## config.mk

```make
export PLATFORM = sky130hd
export DESIGN_NAME = ram_march_bist
export DESIGN_NICKNAME = d
export VERILOG_FILES = /design/src/rtl/ram_march_bist.sv
export SDC_FILE = /design/constraint.sdc
export NUM_CORES = 1
export LEC_CHECK = 0
export CORE_ASPECT_RATIO = 1.2
export CORE_MARGIN = 4
export CORE_UTILIZATION = 51
export CTS_CLUSTER_DIAMETER = 120
export CTS_CLUSTER_SIZE = 16
export DETAILED_ROUTE_END_ITERATION = 8
export HOLD_SLACK_MARGIN = 0.08
export PLACE_DENSITY_LB_ADDON = 0.05
export SETUP_SLACK_MARGIN = 0.05
export SLEW_MARGIN = 25
export SYNTH_ARGS = -nofsm -noshare
export SYNTH_HDL_FRONTEND = slang
export SYNTH_SLANG_ARGS = --single-unit
```

## constraint.sdc

```tcl
create_clock -name clk -period 3.7 [get_ports clk]
set_input_delay 0.925 -clock clk [delete_from_list [all_inputs] [get_ports clk]]
set_output_delay 0.925 -clock clk [all_outputs]
set_load 0.03 [all_outputs]
```

## src/rtl/ram_march_bist.sv

```systemverilog
// March C- BIST engine driving a single-port RAM (RD_LAT 0 = async read, 1 = registered read).
// Optional first-error capture and mismatch counter when BIST_ERR_CAPTURE_EN is defined.
//
// state | meaning
// IDLE  | waiting for start; RAM interface parked at zero
// WRITE | one-cycle write op at addr
// READ  | read issue cycle; compare here when RD_LAT=0
// WAIT  | read latency cycle (RD_LAT=1 only); compare here
// NEXT  | reserved step state; the address/element step is folded into the
//       | final op cycle of each address, so it never occupies a cycle
// DONE  | one-cycle completion pulse
module ram_march_bist #(
  parameter int DEPTH  = 32,
  parameter int AW     = 5,
  parameter int DW     = 4,
  parameter int RD_LAT = 1
) (
  input  logic          clk,
  input  logic          rst_n,
  input  logic          start,
  output logic          busy,
  output logic          done,
  output logic          fail,
  output logic          ram_we,
  output logic [AW-1:0] ram_a,
  output logic [DW-1:0] ram_di,
  input  logic [DW-1:0] ram_dataout
`ifdef BIST_ERR_CAPTURE_EN
  ,
  output logic [AW-1:0] err_addr,
  output logic [DW-1:0] err_exp,
  output logic [DW-1:0] err_act,
  output logic [7:0]    err_cnt
`endif
);

  typedef enum logic [2:0] {IDLE, WRITE, READ, WAIT, NEXT, DONE} state_t;

  localparam bit            LAT1   = (RD_LAT != 0);
  localparam logic [AW-1:0] LAST_A = AW'(DEPTH - 1);

  state_t        state, state_nx;
  state_t        adv_state;
  logic [2:0]    elem, elem_nx, adv_elem;
  logic [AW-1:0] addr, addr_nx, adv_addr;
  logic          down, at_last, rd_ones, wr_ones;
  logic          cmp_en, mism, accept;
  logic [DW-1:0] exp_rd;

  // Element decode: E0..E2 ascend, E3..E5 descend; E2/E4 read ones, E1/E3 write ones.
  always_comb begin
    down    = (elem >= 3'd3);
    at_last = down ? (addr == '0) : (addr == LAST_A);
    rd_ones = (elem == 3'd2) || (elem == 3'd4);
    wr_ones = (elem == 3'd1) || (elem == 3'd3);
    exp_rd  = rd_ones ? '1 : '0;
  end

  // Where the sequence goes once the last op at the current address finishes.
  always_comb begin
    adv_state = READ;
    adv_elem  = elem;
    adv_addr  = addr;
    if (at_last) begin
      if (elem == 3'd5) begin
        adv_state = DONE;
        adv_addr  = '0;
      end else begin
        adv_elem = elem + 3'd1;
        adv_addr = (elem >= 3'd2) ? LAST_A : '0;
      end
    end else begin
      adv_addr = down ? (addr - AW'(1)) : (addr + AW'(1));
      if (elem == 3'd0) adv_state = WRITE;
    end
  end

  always_comb begin
    state_nx = state;
    elem_nx  = elem;
    addr_nx  = addr;
    case (state)
      IDLE: begin
        if (start) begin
          state_nx = WRITE;
          elem_nx  = '0;
          addr_nx  = '0;
        end
      end
      WRITE: begin
        state_nx = adv_state;
        elem_nx  = adv_elem;
        addr_nx  = adv_addr;
      end
      READ: begin
        if (LAT1) begin
          state_nx = WAIT;
        end else if (elem == 3'd5) begin
          state_nx = adv_state;
          elem_nx  = adv_elem;
          addr_nx  = adv_addr;
        end else begin
          state_nx = WRITE;
        end
      end
      WAIT: begin
        if (elem == 3'd5) begin
          state_nx = adv_state;
          elem_nx  = adv_elem;
          addr_nx  = adv_addr;
        end else begin
          state_nx = WRITE;
        end
      end
      default: state_nx = IDLE;
    endcase
  end

  always_comb begin
    accept = (state == IDLE) && start;
    cmp_en = (state == WAIT) || ((state == READ) && !LAT1);
    mism   = cmp_en && (ram_dataout != exp_rd);
    busy   = (state == WRITE) || (state == READ) || (state == WAIT);
    done   = (state == DONE);
    ram_we = (state == WRITE);
    ram_a  = busy ? addr : '0;
    ram_di = ((state == WRITE) && wr_ones) ? '1 : '0;
  end

  always_ff @(posedge clk) begin
    if (!rst_n) begin
      state <= IDLE;
      elem  <= '0;
      addr  <= '0;
      fail  <= 1'b0;
    end else begin
      state <= state_nx;
      elem  <= elem_nx;
      addr  <= addr_nx;
      if (accept)    fail <= 1'b0;
      else if (mism) fail <= 1'b1;
    end
  end

`ifdef BIST_ERR_CAPTURE_EN
  // err_cnt==0 marks the first mismatch of a run; the counter saturates at 255.
  always_ff @(posedge clk) begin
    if (!rst_n) begin
      err_addr <= '0;
      err_exp  <= '0;
      err_act  <= '0;
      err_cnt  <= '0;
    end else if (accept) begin
      err_addr <= '0;
      err_exp  <= '0;
      err_act  <= '0;
      err_cnt  <= '0;
    end else if (mism) begin
      if (err_cnt == 8'd0) begin
        err_addr <= addr;
        err_exp  <= exp_rd;
        err_act  <= ram_dataout;
      end
      if (err_cnt != 8'hFF) err_cnt <= err_cnt + 8'd1;
    end
  end
`endif

endmodule

```

Word level (Yosys, flattened, before mapping)
Index checks and enable logic that the tools add are counted.
- bits in registers: 12
- input bits: 7
- output and inout bits: 13
- $add $sub $neg: 3
- order comparisons: 2
- equality and inequality tests: 13
- mux-type cells: 22
- bitwise operators: 1
- reductions and logical operators: 13
- operator list (cell ; number):
    2-to-1 mux 5 bit ; 7
    2-to-1 mux 3 bit ; 8
    one-hot mux 5 bit (3 select lines) ; 1
    == test 3 x 2 -> 1 bit, second input constant ; 4
    one-hot mux 3 bit (4 select lines) ; 1
    == test 3 bit, second input constant ; 3
    one-hot mux 3 bit (3 select lines) ; 1
    2-to-1 mux 4 bit ; 2
    == test 3 x 1 -> 1 bit, second input constant ; 2
    greater-or-equal comparator 3 x 2 -> 1 bit, second input constant ; 2
    zero test 3 bit ; 2
    adder 5 x 1 -> 5 bit, second input constant ; 1
    == test 5 bit, second input constant ; 1
    zero test 5 bit ; 1
    subtractor 5 x 1 -> 5 bit, second input constant ; 1
    logical OR 1 bit ; 4
    != test 4 bit ; 1
    adder 3 x 1 -> 3 bit, second input constant ; 1
    logical AND 1 bit ; 3
    AND reduction 3 bit ; 1
    nonzero test 3 bit ; 1
    2-to-1 mux 2 bit ; 1
    != test 2 x 1 -> 1 bit, second input constant ; 1
    != test 2 bit, second input constant ; 1
    3 further kinds ; 3

Longest topological paths before layout
- word-level depth: 6
- gate-level depth with buffers: 11
- depth with buffers taken out: 10

Worst setup path after synthesis
OpenSTA, ideal clock, no wires.
- path kind: register to output
- start: register elem[1]
- end: output ram_di[1]
- arrival time: 1.979 ns
- required time: 2.775 ns
- slack: 0.796 ns
- stages on the path, launching flop included: 6
- buffers on the path: 1
- cells stage by stage: dfxtp_1 > ha_1 > ha_1 > a21oi_1 > nor3_1 > buf_4
- word-level cells in the longest chain between the ends: 4
- ends and longest elaborated chain (element ; RTL line ; text):
    from (decl) ; 44 ; logic [2:0] elem, elem_nx, adv_elem;
    from (signal assigned) ; 138 ; elem <= elem_nx;
    == test 3 x 1 -> 1 bit or == test 3 x 2 -> 1 bit (tied branches) ; 55 ; wr_ones = (elem == 3'd1) || (elem == 3'd3);
    logical OR 1 bit (*) ; 55 ;
    logical AND 1 bit (*) ; 127 ; ram_di = ((state == WRITE) && wr_ones) ? '1 : '0;
    2-to-1 mux 4 bit (*) ; 127 ;
    to (decl) ; 26 ; output logic [DW-1:0] ram_di,
Every way passes the cells marked *; elsewhere a longest branch is shown, timed or not.

Worst setup path after layout
- start: register elem[1]
- end: output ram_di[2]
Same word-level chain as after synthesis.

==> impl_metrics.env <==
export IMPL_synth_cell_types=55
export IMPL_min_path_type="flip-flop to flip-flop"
export IMPL_path_clk_slew_ns=0.08
export IMPL_vias=1018
export IMPL_grt_pass1_vias=967
export IMPL_finalSetupTns_ns=0
export IMPL_drc=0
export IMPL_final_area_mm2=0.00129
export IMPL_cap_violations=0
export IMPL_die_area_mm2=0.00291
export IMPL_leakage_uw=0.000463
export IMPL_io_pins=20
export IMPL_die_h_um=58.3
export IMPL_finalSetupViolCount=0
export IMPL_peakVddDrop_mv=0.222
export IMPL_fmax_ghz=0.304
export IMPL_antenna_found_initial=0
export IMPL_cts_max_path_buffers=2
export IMPL_synth_avg_cell_area_um2=8.41
export IMPL_cts_htree_levels=1
export IMPL_pre_cts_ws_ns=0.739
export IMPL_wl_um=2510
export IMPL_synthTopCellsByArea="dfxtp_1 22%, ha_1 9.3%, nand2_1 3.8%, a21oi_1 3.7%, a21o_1 3.5%"
export IMPL_grt_usage=0.191
export IMPL_cp_start_kind="flip-flop"
export IMPL_status="completed"
export IMPL_gp_congestion=0.781
export IMPL_ant_nets=0
export IMPL_gr_usage_met1=0.228
export IMPL_synth_top_cells_by_count="12 x dfxtp_1, 11 x nand2_1, 8 x a21oi_1, 8 x ha_1"
export IMPL_grtUsageMet2=0.335
export IMPL_period_needed_ns=3.29
export IMPL_skew_ns=0.00770
export IMPL_tightest_slew_ns=0.704
export IMPL_gr_total_overflow=0
export IMPL_via_per_inst=6.17
export IMPL_clock_sinks=12
export IMPL_num_rows=17
export IMPL_power_uw=312
export IMPL_slew_headroom=0.527
export IMPL_synth_edf_count=0
export IMPL_area_growth_pct=19.8
export IMPL_grt_busiest_layer="met2"
export IMPL_netlist_instances=128
export IMPL_start_util=0.562
export IMPL_n_antenna_cell=0
export IMPL_drtIter0Drc=18
export IMPL_die_w_um=49.9
export IMPL_synth_seq_cells=12
export IMPL_ys_async_sr_fraction=0
export IMPL_fin_ws_ns=0.406
export IMPL_nets=163
export IMPL_hpwl_um=1990
export IMPL_synth_most_common_cell="dfxtp_1"
export IMPL_clk_insertion_delay_late_ns=0.28
export IMPL_critPathArrivalTime_ns=2.37
export IMPL_hold_buffers=0
export IMPL_dp_cells=161
export IMPL_critPathCaptureType="output pin"
export IMPL_place_area_mm2=0.00125
export IMPL_fin_cells=165
export IMPL_cts_resized=0
export IMPL_synth_top_area_cell="dfxtp_1"
export IMPL_synth_area_mm2=0.00108
export IMPL_grtUsageMet3=0.0354
export IMPL_port_buffer_count=19
export IMPL_drive_gt1_frac=0.137
export IMPL_cts_setup_buffers=0
export IMPL_rsz0062_at_grt="no"
export IMPL_post_route_period_util=0.890
export IMPL_worstSetupPathType="flip-flop to output pin"
export IMPL_cts_root_buf="clkbuf_4"
export IMPL_post_drt_wl_per_cell_um=15.2
export IMPL_syn_num_nets=144
export IMPL_grt_max_degree=11
export IMPL_crit_required_ns=2.77
export IMPL_slew_viol_final=0
export IMPL_hold_violations=0
export IMPL_cp_max_fo=6
export IMPL_yosysTopAreaCellShare=0.223
export IMPL_yosysWarningCount=0
export IMPL_p_per_area_mw_per_mm2=242
export IMPL_cts_tree="done"
export IMPL_grt_pass1_wl_um=4420
export IMPL_core_mm2=0.00191
export IMPL_drtPass1Iterations=4
export IMPL_cts_buffers=3
export IMPL_ys_seq_area_frac=0.223
export IMPL_synthFlopType="dfxtp_1"
==> worst max-delay path: stages, from the launching register on <==
cell and delay, ns:
dfxtp_1 0.48, ha_1 0.22, ha_1 0.24, a21oi_1 0.06, nor3_1 0.33, clkdlybuf4s50_1 0.76
==> path summary, 6_finish.rpt <==
| path | depth (start not counted) | endpoint | slack [ns] | from |
|---|---|---|---|---|
| worst min-delay path | 2 | addr[3]$_SDFFE_PN0P_ | 0.52 | addr[3]$_SDFFE_PN0P_ |
| worst max register to register | 10 | addr[4]$_SDFFE_PN0P_ | 0.74 | elem[2]$_SDFFE_PN0P_ |
| worst min register to register | 2 | addr[3]$_SDFFE_PN0P_ | 0.52 | addr[3]$_SDFFE_PN0P_ |
| worst max-delay path | 5 | ram_di[2] | 0.41 | elem[1]$_SDFFE_PN0P_ |
==> flip-flops by register name (all words and copies together), names as in the netlist <==
register,count
state,3
fail,1
elem,3
addr,5
==> layout make-up <==
class | count | area (um2)
clock buffers | 4 | 36.3
flip-flops and latches | 12 | 240
inverters | 6 | 22.5
fillers | 159 | 626
multi-input cells | 105 | 776
repair buffers | 19 | 190
well taps | 19 | 23.8
==> where the power goes <==
part	leakage (uW)	internal, uW	switching [uW]
registers	0.0000971	132	5.74
logic	0.000345	28.1	37.7
clock network	0.0000210	59.9	48.0
total	0.000463	220	91.5
==> logic make-up (layout without fill, tap and decap cells) <==
kind of cell / Yosys count / count (layout) / share of synthesized area
and+or+nand+nor: 53 / 53 / 0.284
DFF: 12 / 12 / 0.223
adders and majority gates: 9 / 9 / 0.112
xor gates and xnor gates: 2 / 2 / 0.0163
buffers and inverters: 11 / 29 / 0.0558
AOI/OAI and AO/OA: 40 / 40 / 0.300
muxes: 1 / 1 / 0.00930
==> metrics by stage <==
step | utilization | hold WS (ns)
floorplan | - | 0.471
CTS | 0.673 | 0.530
global placement | 0.654 | 0.508
detailed placement | 0.654 | 0.519
global route | 0.673 | 0.567
finish | 0.673 | 0.520
==> cell usage in the layout, fill, tap and decap left out, drive strengths merged, types with 2 or more instances in the layout <==
| cell type | synthesis | layout |
|---|---|---|
| clkdlybuf4s50 | 0 | 19 |
| dfxtp | 12 | 12 |
| nand2 | 12 | 12 |
| a21oi | 9 | 9 |
| ha | 8 | 8 |
| nor2 | 7 | 7 |
| and2 | 7 | 7 |
| nand3 | 6 | 6 |
| nor2b | 5 | 5 |
| a21o | 5 | 5 |
| inv | 5 | 5 |
| o21ai | 5 | 5 |
| a31oi | 4 | 4 |
| clkbuf | 1 | 4 |
| nor3 | 3 | 3 |
| nand4 | 3 | 3 |
| a211oi | 3 | 3 |
| nor3b | 2 | 2 |
| nor4 | 2 | 2 |
| or4 | 2 | 2 |
| a21boi | 2 | 2 |
| o311ai | 2 | 2 |
| or2 | 2 | 2 |
==> routing by layer <==
metal,wire length [um],share of wire,vias up
met3,113,0.045,5
met1,1080,0.43,468
met5,0,0,-
met2,1290,0.51,27
met4,37,0.015,0
li1,-,-,518
Power figures use the tool's default switching activity.
